### src/rtl/vga_timing_delay_line_if.sv
`default_nettype none
// ============================================================================
// Module      : vga_timing_delay_line_if
// Description : VGA timing bundle and mouse position, in and out of the
//               timing delay line. The master drives the live bundle and
//               receives the re-aligned one; the slave is the delay line.
// Revision    : 1.0 - initial release
// ============================================================================
interface vga_timing_delay_line_if #(
    parameter int HCOUNT_W = 11,
    parameter int VCOUNT_W = 10,
    parameter int POS_W    = 12
);
    logic [HCOUNT_W-1:0] hcount;
    logic [VCOUNT_W-1:0] vcount;
    logic                hblnk;
    logic                vblnk;
    logic                hsync;
    logic                vsync;
    logic [POS_W-1:0]    xpos_mouse_in;
    logic [POS_W-1:0]    ypos_mouse_in;

    logic [HCOUNT_W-1:0] hcount_out;
    logic [VCOUNT_W-1:0] vcount_out;
    logic                hblnk_out;
    logic                vblnk_out;
    logic                hsync_out;
    logic                vsync_out;
    logic [POS_W-1:0]    xpos_mouse_out;
    logic [POS_W-1:0]    ypos_mouse_out;
    logic                pipe_valid;
    logic                frame_start;

    modport master (
        output hcount, vcount, hblnk, vblnk, hsync, vsync,
               xpos_mouse_in, ypos_mouse_in,
        input  hcount_out, vcount_out, hblnk_out, vblnk_out, hsync_out,
               vsync_out, xpos_mouse_out, ypos_mouse_out, pipe_valid,
               frame_start
    );

    modport slave (
        input  hcount, vcount, hblnk, vblnk, hsync, vsync,
               xpos_mouse_in, ypos_mouse_in,
        output hcount_out, vcount_out, hblnk_out, vblnk_out, hsync_out,
               vsync_out, xpos_mouse_out, ypos_mouse_out, pipe_valid,
               frame_start
    );
endinterface
`default_nettype wire

### src/rtl/vga_timing_delay_line.sv
`default_nettype none
// ============================================================================
// Module      : vga_timing_delay_line
// Description : DELAY-stage register pipeline for the VGA timing bundle and
//               mouse position, with optional once-per-frame mouse sampling,
//               a pipeline-filled flag and a frame-start pulse.
// Revision    : 1.0 - initial release
// ============================================================================
module vga_timing_delay_line #(
    parameter int DELAY      = 2,
    parameter int HCOUNT_W   = 11,
    parameter int VCOUNT_W   = 10,
    parameter int POS_W      = 12,
    parameter int MOUSE_MODE = 0
) (
    input  wire logic              clk,
    input  wire logic              rst,
    vga_timing_delay_line_if.slave bus
);

    if (DELAY < 1 || DELAY > 16) begin : g_delay_check
        $error("vga_timing_delay_line: DELAY must be in 1..16");
    end

    localparam int                  c_FILL_W   = $clog2(DELAY + 1);
    localparam logic [c_FILL_W-1:0] c_FILL_MAX = c_FILL_W'(DELAY);

    // Timing stages; index DELAY-1 is the output stage
    logic [HCOUNT_W-1:0] r_hcount [DELAY];
    logic [VCOUNT_W-1:0] r_vcount [DELAY];
    logic [2:0]          r_flags  [DELAY];  // {vsync, hsync, hblnk}
    logic [DELAY-1:0]    r_vblnk_pipe;

    // Mouse stages
    logic [POS_W-1:0]    r_xpos [DELAY];
    logic [POS_W-1:0]    r_ypos [DELAY];
    logic [POS_W-1:0]    w_xpos_d0;
    logic [POS_W-1:0]    w_ypos_d0;

    logic [c_FILL_W-1:0] r_fill_cnt;
    logic [c_FILL_W-1:0] w_fill_next;
    logic                r_pipe_valid;
    logic                r_frame_start;

    // vblnk chain: bit 0 is the live input, bit i+1 is stage i. Bit DELAY-1
    // is therefore what vblnk_out will hold after the next edge.
    logic [DELAY:0]      w_vblnk_chain;
    assign w_vblnk_chain = {r_vblnk_pipe, bus.vblnk};

    // Timing bundle shift register, cleared to zero on reset
    always_ff @(posedge clk) begin
        if (rst) begin
            for (int i = 0; i < DELAY; i++) begin
                r_hcount[i] <= '0;
                r_vcount[i] <= '0;
                r_flags[i]  <= '0;
            end
            r_vblnk_pipe <= '0;
        end else begin
            r_hcount[0] <= bus.hcount;
            r_vcount[0] <= bus.vcount;
            r_flags[0]  <= {bus.vsync, bus.hsync, bus.hblnk};
            for (int i = 1; i < DELAY; i++) begin
                r_hcount[i] <= r_hcount[i-1];
                r_vcount[i] <= r_vcount[i-1];
                r_flags[i]  <= r_flags[i-1];
            end
            r_vblnk_pipe <= w_vblnk_chain[DELAY-1:0];
        end
    end

    if (MOUSE_MODE == 1) begin : g_mouse_frame
        logic             r_vblnk_prev;
        logic             w_vblnk_rise;
        logic [POS_W-1:0] r_xpos_latch;
        logic [POS_W-1:0] r_ypos_latch;

        assign w_vblnk_rise = bus.vblnk & ~r_vblnk_prev;
        // On the rise the fresh position bypasses the latch so that it
        // travels alongside the vblnk edge that triggered it.
        assign w_xpos_d0 = w_vblnk_rise ? bus.xpos_mouse_in : r_xpos_latch;
        assign w_ypos_d0 = w_vblnk_rise ? bus.ypos_mouse_in : r_ypos_latch;

        // Edge history and once-per-frame mouse latch
        always_ff @(posedge clk) begin
            if (rst) begin
                r_vblnk_prev <= 1'b0;
                r_xpos_latch <= bus.xpos_mouse_in;
                r_ypos_latch <= bus.ypos_mouse_in;
            end else begin
                r_vblnk_prev <= bus.vblnk;
                if (w_vblnk_rise) begin
                    r_xpos_latch <= bus.xpos_mouse_in;
                    r_ypos_latch <= bus.ypos_mouse_in;
                end
            end
        end
    end else begin : g_mouse_live
        assign w_xpos_d0 = bus.xpos_mouse_in;
        assign w_ypos_d0 = bus.ypos_mouse_in;
    end

    // Mouse shift register; reset fills every stage with the live position
    always_ff @(posedge clk) begin
        if (rst) begin
            for (int i = 0; i < DELAY; i++) begin
                r_xpos[i] <= bus.xpos_mouse_in;
                r_ypos[i] <= bus.ypos_mouse_in;
            end
        end else begin
            r_xpos[0] <= w_xpos_d0;
            r_ypos[0] <= w_ypos_d0;
            for (int i = 1; i < DELAY; i++) begin
                r_xpos[i] <= r_xpos[i-1];
                r_ypos[i] <= r_ypos[i-1];
            end
        end
    end

    assign w_fill_next = (r_fill_cnt == c_FILL_MAX) ? r_fill_cnt
                                                    : r_fill_cnt + c_FILL_W'(1);

    // Fill tracking and frame-start pulse. frame_start is gated by the
    // current pipe_valid so the vblnk_out rise that coincides with the
    // end of fill (a reset artefact) never produces a pulse.
    always_ff @(posedge clk) begin
        if (rst) begin
            r_fill_cnt    <= '0;
            r_pipe_valid  <= 1'b0;
            r_frame_start <= 1'b0;
        end else begin
            r_fill_cnt    <= w_fill_next;
            r_pipe_valid  <= (w_fill_next == c_FILL_MAX);
            r_frame_start <= w_vblnk_chain[DELAY-1] & ~w_vblnk_chain[DELAY]
                             & r_pipe_valid;
        end
    end

    assign bus.hcount_out     = r_hcount[DELAY-1];
    assign bus.vcount_out     = r_vcount[DELAY-1];
    assign bus.hblnk_out      = r_flags[DELAY-1][0];
    assign bus.hsync_out      = r_flags[DELAY-1][1];
    assign bus.vsync_out      = r_flags[DELAY-1][2];
    assign bus.vblnk_out      = w_vblnk_chain[DELAY];
    assign bus.xpos_mouse_out = r_xpos[DELAY-1];
    assign bus.ypos_mouse_out = r_ypos[DELAY-1];
    assign bus.pipe_valid     = r_pipe_valid;
    assign bus.frame_start    = r_frame_start;

endmodule
`default_nettype wire
### src/flat_wrapper.sv
// flat-port wrapper written by rule: the top's interface ports become plain ports
module vga_timing_delay_line_flat 
#(
    parameter int DELAY      = 2,
    parameter int HCOUNT_W   = 11,
    parameter int VCOUNT_W   = 10,
    parameter int POS_W      = 12,
    parameter int MOUSE_MODE = 0
)
  (clk, rst, bus_hcount, bus_vcount, bus_hblnk, bus_vblnk, bus_hsync, bus_vsync, bus_xpos_mouse_in, bus_ypos_mouse_in, bus_hcount_out, bus_vcount_out, bus_hblnk_out, bus_vblnk_out, bus_hsync_out, bus_vsync_out, bus_xpos_mouse_out, bus_ypos_mouse_out, bus_pipe_valid, bus_frame_start);
  vga_timing_delay_line_if #(.HCOUNT_W(HCOUNT_W), .VCOUNT_W(VCOUNT_W), .POS_W(POS_W)) bus_i ();
  input  wire logic clk;
  input  wire logic rst;
  input wire logic [$bits(bus_i.hcount)-1:0] bus_hcount;
  input wire logic [$bits(bus_i.vcount)-1:0] bus_vcount;
  input wire logic [$bits(bus_i.hblnk)-1:0] bus_hblnk;
  input wire logic [$bits(bus_i.vblnk)-1:0] bus_vblnk;
  input wire logic [$bits(bus_i.hsync)-1:0] bus_hsync;
  input wire logic [$bits(bus_i.vsync)-1:0] bus_vsync;
  input wire logic [$bits(bus_i.xpos_mouse_in)-1:0] bus_xpos_mouse_in;
  input wire logic [$bits(bus_i.ypos_mouse_in)-1:0] bus_ypos_mouse_in;
  output wire logic [$bits(bus_i.hcount_out)-1:0] bus_hcount_out;
  output wire logic [$bits(bus_i.vcount_out)-1:0] bus_vcount_out;
  output wire logic [$bits(bus_i.hblnk_out)-1:0] bus_hblnk_out;
  output wire logic [$bits(bus_i.vblnk_out)-1:0] bus_vblnk_out;
  output wire logic [$bits(bus_i.hsync_out)-1:0] bus_hsync_out;
  output wire logic [$bits(bus_i.vsync_out)-1:0] bus_vsync_out;
  output wire logic [$bits(bus_i.xpos_mouse_out)-1:0] bus_xpos_mouse_out;
  output wire logic [$bits(bus_i.ypos_mouse_out)-1:0] bus_ypos_mouse_out;
  output wire logic [$bits(bus_i.pipe_valid)-1:0] bus_pipe_valid;
  output wire logic [$bits(bus_i.frame_start)-1:0] bus_frame_start;
  assign bus_i.hcount = bus_hcount;
  assign bus_i.vcount = bus_vcount;
  assign bus_i.hblnk = bus_hblnk;
  assign bus_i.vblnk = bus_vblnk;
  assign bus_i.hsync = bus_hsync;
  assign bus_i.vsync = bus_vsync;
  assign bus_i.xpos_mouse_in = bus_xpos_mouse_in;
  assign bus_i.ypos_mouse_in = bus_ypos_mouse_in;
  assign bus_hcount_out = bus_i.hcount_out;
  assign bus_vcount_out = bus_i.vcount_out;
  assign bus_hblnk_out = bus_i.hblnk_out;
  assign bus_vblnk_out = bus_i.vblnk_out;
  assign bus_hsync_out = bus_i.hsync_out;
  assign bus_vsync_out = bus_i.vsync_out;
  assign bus_xpos_mouse_out = bus_i.xpos_mouse_out;
  assign bus_ypos_mouse_out = bus_i.ypos_mouse_out;
  assign bus_pipe_valid = bus_i.pipe_valid;
  assign bus_frame_start = bus_i.frame_start;
  vga_timing_delay_line #(.DELAY(DELAY), .HCOUNT_W(HCOUNT_W), .VCOUNT_W(VCOUNT_W), .POS_W(POS_W), .MOUSE_MODE(MOUSE_MODE)) u_core (.clk(clk), .rst(rst), .bus(bus_i));
endmodule
### config.mk
export PLATFORM = sky130hd
export DESIGN_NAME = vga_timing_delay_line_flat
export DESIGN_NICKNAME = d
export VERILOG_FILES = /design/src/rtl/vga_timing_delay_line_if.sv /design/src/rtl/vga_timing_delay_line.sv /design/src/flat_wrapper.sv
export SDC_FILE = /design/constraint.sdc
export NUM_CORES = 1
export LEC_CHECK = 0
export CAP_MARGIN = 20
export CORE_MARGIN = 1
export CORE_UTILIZATION = 32
export CTS_BUF_LIST = sky130_fd_sc_hd__clkbuf_16
export DETAILED_ROUTE_END_ITERATION = 16
export SKIP_CTS_REPAIR_TIMING = 1
export SLEW_MARGIN = 20
export SYNTH_ARGS = -nofsm -noshare
export SYNTH_HDL_FRONTEND = slang
export SYNTH_SLANG_ARGS = --single-unit
### constraint.sdc
create_clock -name clk -period 1 [get_ports clk]
set_clock_uncertainty 0.15 [all_clocks]
set_input_delay 0.15 -clock clk [delete_from_list [all_inputs] [get_ports clk]]
set_output_delay 0.15 -clock clk [all_outputs]
set_load 0.03 [all_outputs]
==> reports/summary.md <==
The run finished, with violations left. The checks that failed: negative setup slack. Endpoint arrival time on the critical path: 0.80 ns.

The number of nets in the finished design came out at 353. The logs give 0.873 for the worst slew slack as a fraction of its limit and 101 for the clock sink total. The maximum clock frequency was 0.908 GHz; the final max-slew violation count was 0. Final hold analysis gives a worst-case slack of 0.0614 ns. The root cell of the clock tree was sky130_fd_sc_hd__clkbuf_16.

Entering global routing, the biggest net connects 21 pins. The run gives 35 as the total number of placement rows. After layout, the design draws a total of 8.99 mW. Of all nets on the critical path, the largest fanout is 2. Adding up every negative setup slack in the final design gives -3.74 ns.

For the remaining routing DRC violations, the log shows 0. The tools report the end of the worst register-to-register path as u_core.r_fill_cnt[1]$_SDFF_PP0_. The average instance area after synthesis is 13.0 um2. Broken down by cell family, the worst path's largest delay share belongs to flip-flops. Element type at the critical path end: an output pin. The overall global routing resource usage is 0.0927, and the worst reg-to-reg setup slack is -0.07 ns. TritonCTS built the clock tree. In this run the vertical extent of the chip is 99.4 um. For the pin with the worst max-slew slack, the measured transition is 0.187 ns. Clock-pin slew of the registers on the worst-case setup and hold paths: 0.06 ns.

Counting every net in the synthesized netlist gives 286. Wires add up to 4550 um. The logs give 0.788 mV for the worst supply voltage drop on vdd and 102 for the I/O pin total. The tool flagged a number of max-cap violations equal to 0.

The number of global-route vias before repair came out at 1565. Counting along the longest clock path gives a buffer depth of 2. The largest individual stage delay along the critical path comes from the cell sky130_fd_sc_hd__dfxtp_4. The die is 99.4 um wide.

After technology mapping, the gate count stands at 234. The H-tree generated during clock tree synthesis spans 3 levels. The logs give 0.330 for the starting utilization of the core area and 0 for the number of hold violations in the final report. Traced cell by cell, the critical path runs through buf_6.

The standard cell area after detailed placement was 3780 um2. The worst setup path is of the register to output pin kind. The count of buffer and inverter cells on the critical path was 1; the path depth of the worst reg2reg path was 4. STA puts the critical path data required time at 0.70 ns. After detailed routing, the number of vias per cell comes to 3.90. The run gives 52 as the final number of setup-violating endpoints.

The sum of overflow across all layers after global routing is 0, and the synthesized area is 3030 um2. Detailed placement ended at an HPWL of 3240 um. The worst setup slack after layout was -0.101 ns. The count of buffers added on input and output ports is 101. For this design the static power due to leakage is 1.80 nW. Post-route fraction of the period consumed by the critical path: 1.10. Summing all non-filler instances in the final layout gives an area of 4360 um2. The tools report the total die area as 9870 um2. The first detailed-routing pass took 3 iterations. After layout, the minimum clock period comes to 1.10 ns. The cell taking the most area after synthesis is sky130_fd_sc_hd__dfxtp_1. The cell depth of the worst setup path came out at 1. For the core area, the log shows 9200 um2.

Relative to the synthesized area, the layout overhead comes to 43.6%. The fraction of final layout cells sized beyond drive strength 1 came out at 0.505. The clock reaches the later pin of the worst-skew pair after 0.33 ns. Last element of the critical path: bus_pipe_valid. After synthesis the netlist holds a flip-flop and latch count of 101. Before CTS, the worst setup slack after placement is -0.121 ns.

Count of routing violations after the opening detailed-route iteration: 3. The worst register-to-register path begins at u_core.r_fill_cnt[1]$_SDFF_PP0_. STA classifies the critical path startpoint as a register. In the post-synthesis netlist, the biggest area contributors are sky130_fd_sc_hd__dfxtp_1 67%, sky130_fd_sc_hd__buf_4 12%, sky130_fd_sc_hd__nor2b_1 11%.

In this run the power density over the cells is 2060 nW/um2. The library cell used most frequently in the layout, excluding fill and tap cells, is sky130_fd_sc_hd__nor2b_1. Number of antenna violations at the first check in global routing: 0.

The congestion estimate from routability-driven global placement came to 0.583. In the layout the commonest cells are 51 x sky130_fd_sc_hd__nor2b_1, 50 x sky130_fd_sc_hd__dfxtp_2, 50 x sky130_fd_sc_hd__dfxtp_1, 49 x sky130_fd_sc_hd__clkdlybuf4s50_1, 49 x sky130_fd_sc_hd__buf_6. The worst hold path belongs to the class primary input to register. Dividing the detail-routed wire length by the instance count gives 10.9 um. For the first-pass GRT wire length, the log shows 6930 um. The fraction of the yosys area taken by sequential cells is 0.667, and the share of the synthesized area in the top cell type is 0.667. The largest single stage delay on the critical path is 0.34 ns. Setup repair after global routing could not meet its margin everywhere. 0 antenna diodes ended up in the layout. The tools report the number of clock buffers inserted by TritonCTS as 9. Synthesis instantiated 8 different standard cells from the library.

In this run the remaining antenna-violating nets after routing total 0. The via count of the routed design is 1621, and the Yosys warning count is 0. Tracing the worst setup path back leads to its startpoint at u_core.r_fill_cnt[1]$_SDFF_PP0_.
## how the worst min path moves through the flow
stage                                           start  slack (ns)                           endpoint  cells after the start
floorplan                        bus_xpos_mouse_in[0]        0.03        u_core.r_xpos[0][0]$_DFF_P_                      0
global placement     u_core.r_hcount[0][0]$_SDFF_PP0_        0.27  u_core.r_hcount[0][11]$_SDFF_PP0_                      1
detailed placement  u_core.r_vblnk_pipe[1]$_SDFF_PP0_        0.26  u_core.bus.frame_start$_SDFF_PP0_                      1
CTS                                               rst        0.06    u_core.r_flags[0][3]$_SDFF_PP0_                      3
global route                                      rst        0.07    u_core.r_flags[0][3]$_SDFF_PP0_                      3
finish                                            rst        0.06    u_core.r_flags[0][3]$_SDFF_PP0_                      3
## cells in the mapped netlist
| cell | n |
|---|---|
| sky130_fd_sc_hd__nor2b_1 | 52 |
| sky130_fd_sc_hd__ha_1 | 1 |
| sky130_fd_sc_hd__inv_1 | 2 |
| sky130_fd_sc_hd__nor4bb_1 | 1 |
| sky130_fd_sc_hd__mux2_2 | 24 |
| sky130_fd_sc_hd__buf_2 | 5 |
| sky130_fd_sc_hd__dfxtp_1 | 101 |
| sky130_fd_sc_hd__buf_4 | 48 |
## through the flow
stage / std cells / util
after floorplan: 234 / -
after global placement: 400 / 0.411
after detailed placement: 400 / 0.411
after CTS: 415 / 0.445
after global routing: 416 / 0.474
final: 416 / 0.474
## routing by layer
metal	global-route usage	up-vias	wire, um
li1	-	816	-
met1	0.0933	740	1880
met2	0.154	56	2180
met3	0.0394	9	380
met4	0.0679	0	112
met5	0	-	0
## power by group
group | leakage, nW | switching [mW] | internal (mW)
clock | 0.156 | 1.39 | 2.18
combinational | 0.786 | 0.449 | 0.598
sequential | 0.855 | 0.0817 | 4.29
total | 1.80 | 1.92 | 7.07
## layout make-up
cell class              instances  area (um2)
fillers                       848        4840
flip-flops and latches        101        2090
repair buffers                109        1170
multi-input cells              78         638
clock buffers                   9         225
well taps                     111         139
clock inverters                 6        85.1
inverters                       2        7.51
## sequential cells by signal, summed over array words and instances (netlist names)
signal	count
u_core.r_xpos	24
u_core.r_ypos	24
u_core.r_hcount	22
u_core.r_vcount	20
u_core.r_flags	6
u_core.r_fill_cnt	2
u_core.r_vblnk_pipe	2
u_core.bus.frame_start	1
## cells by family (layout without fill, tap and decap cells)
logic type / after synthesis / in the layout / synth area share
adders and majority gates: 1 / 1 / 0.00412
DFF: 101 / 101 / 0.667
buffers and inverters: 55 / 126 / 0.130
muxes: 24 / 24 / 0.0891
and+or+nand+nor: 53 / 53 / 0.111
(Power assumes the default switching activity.)
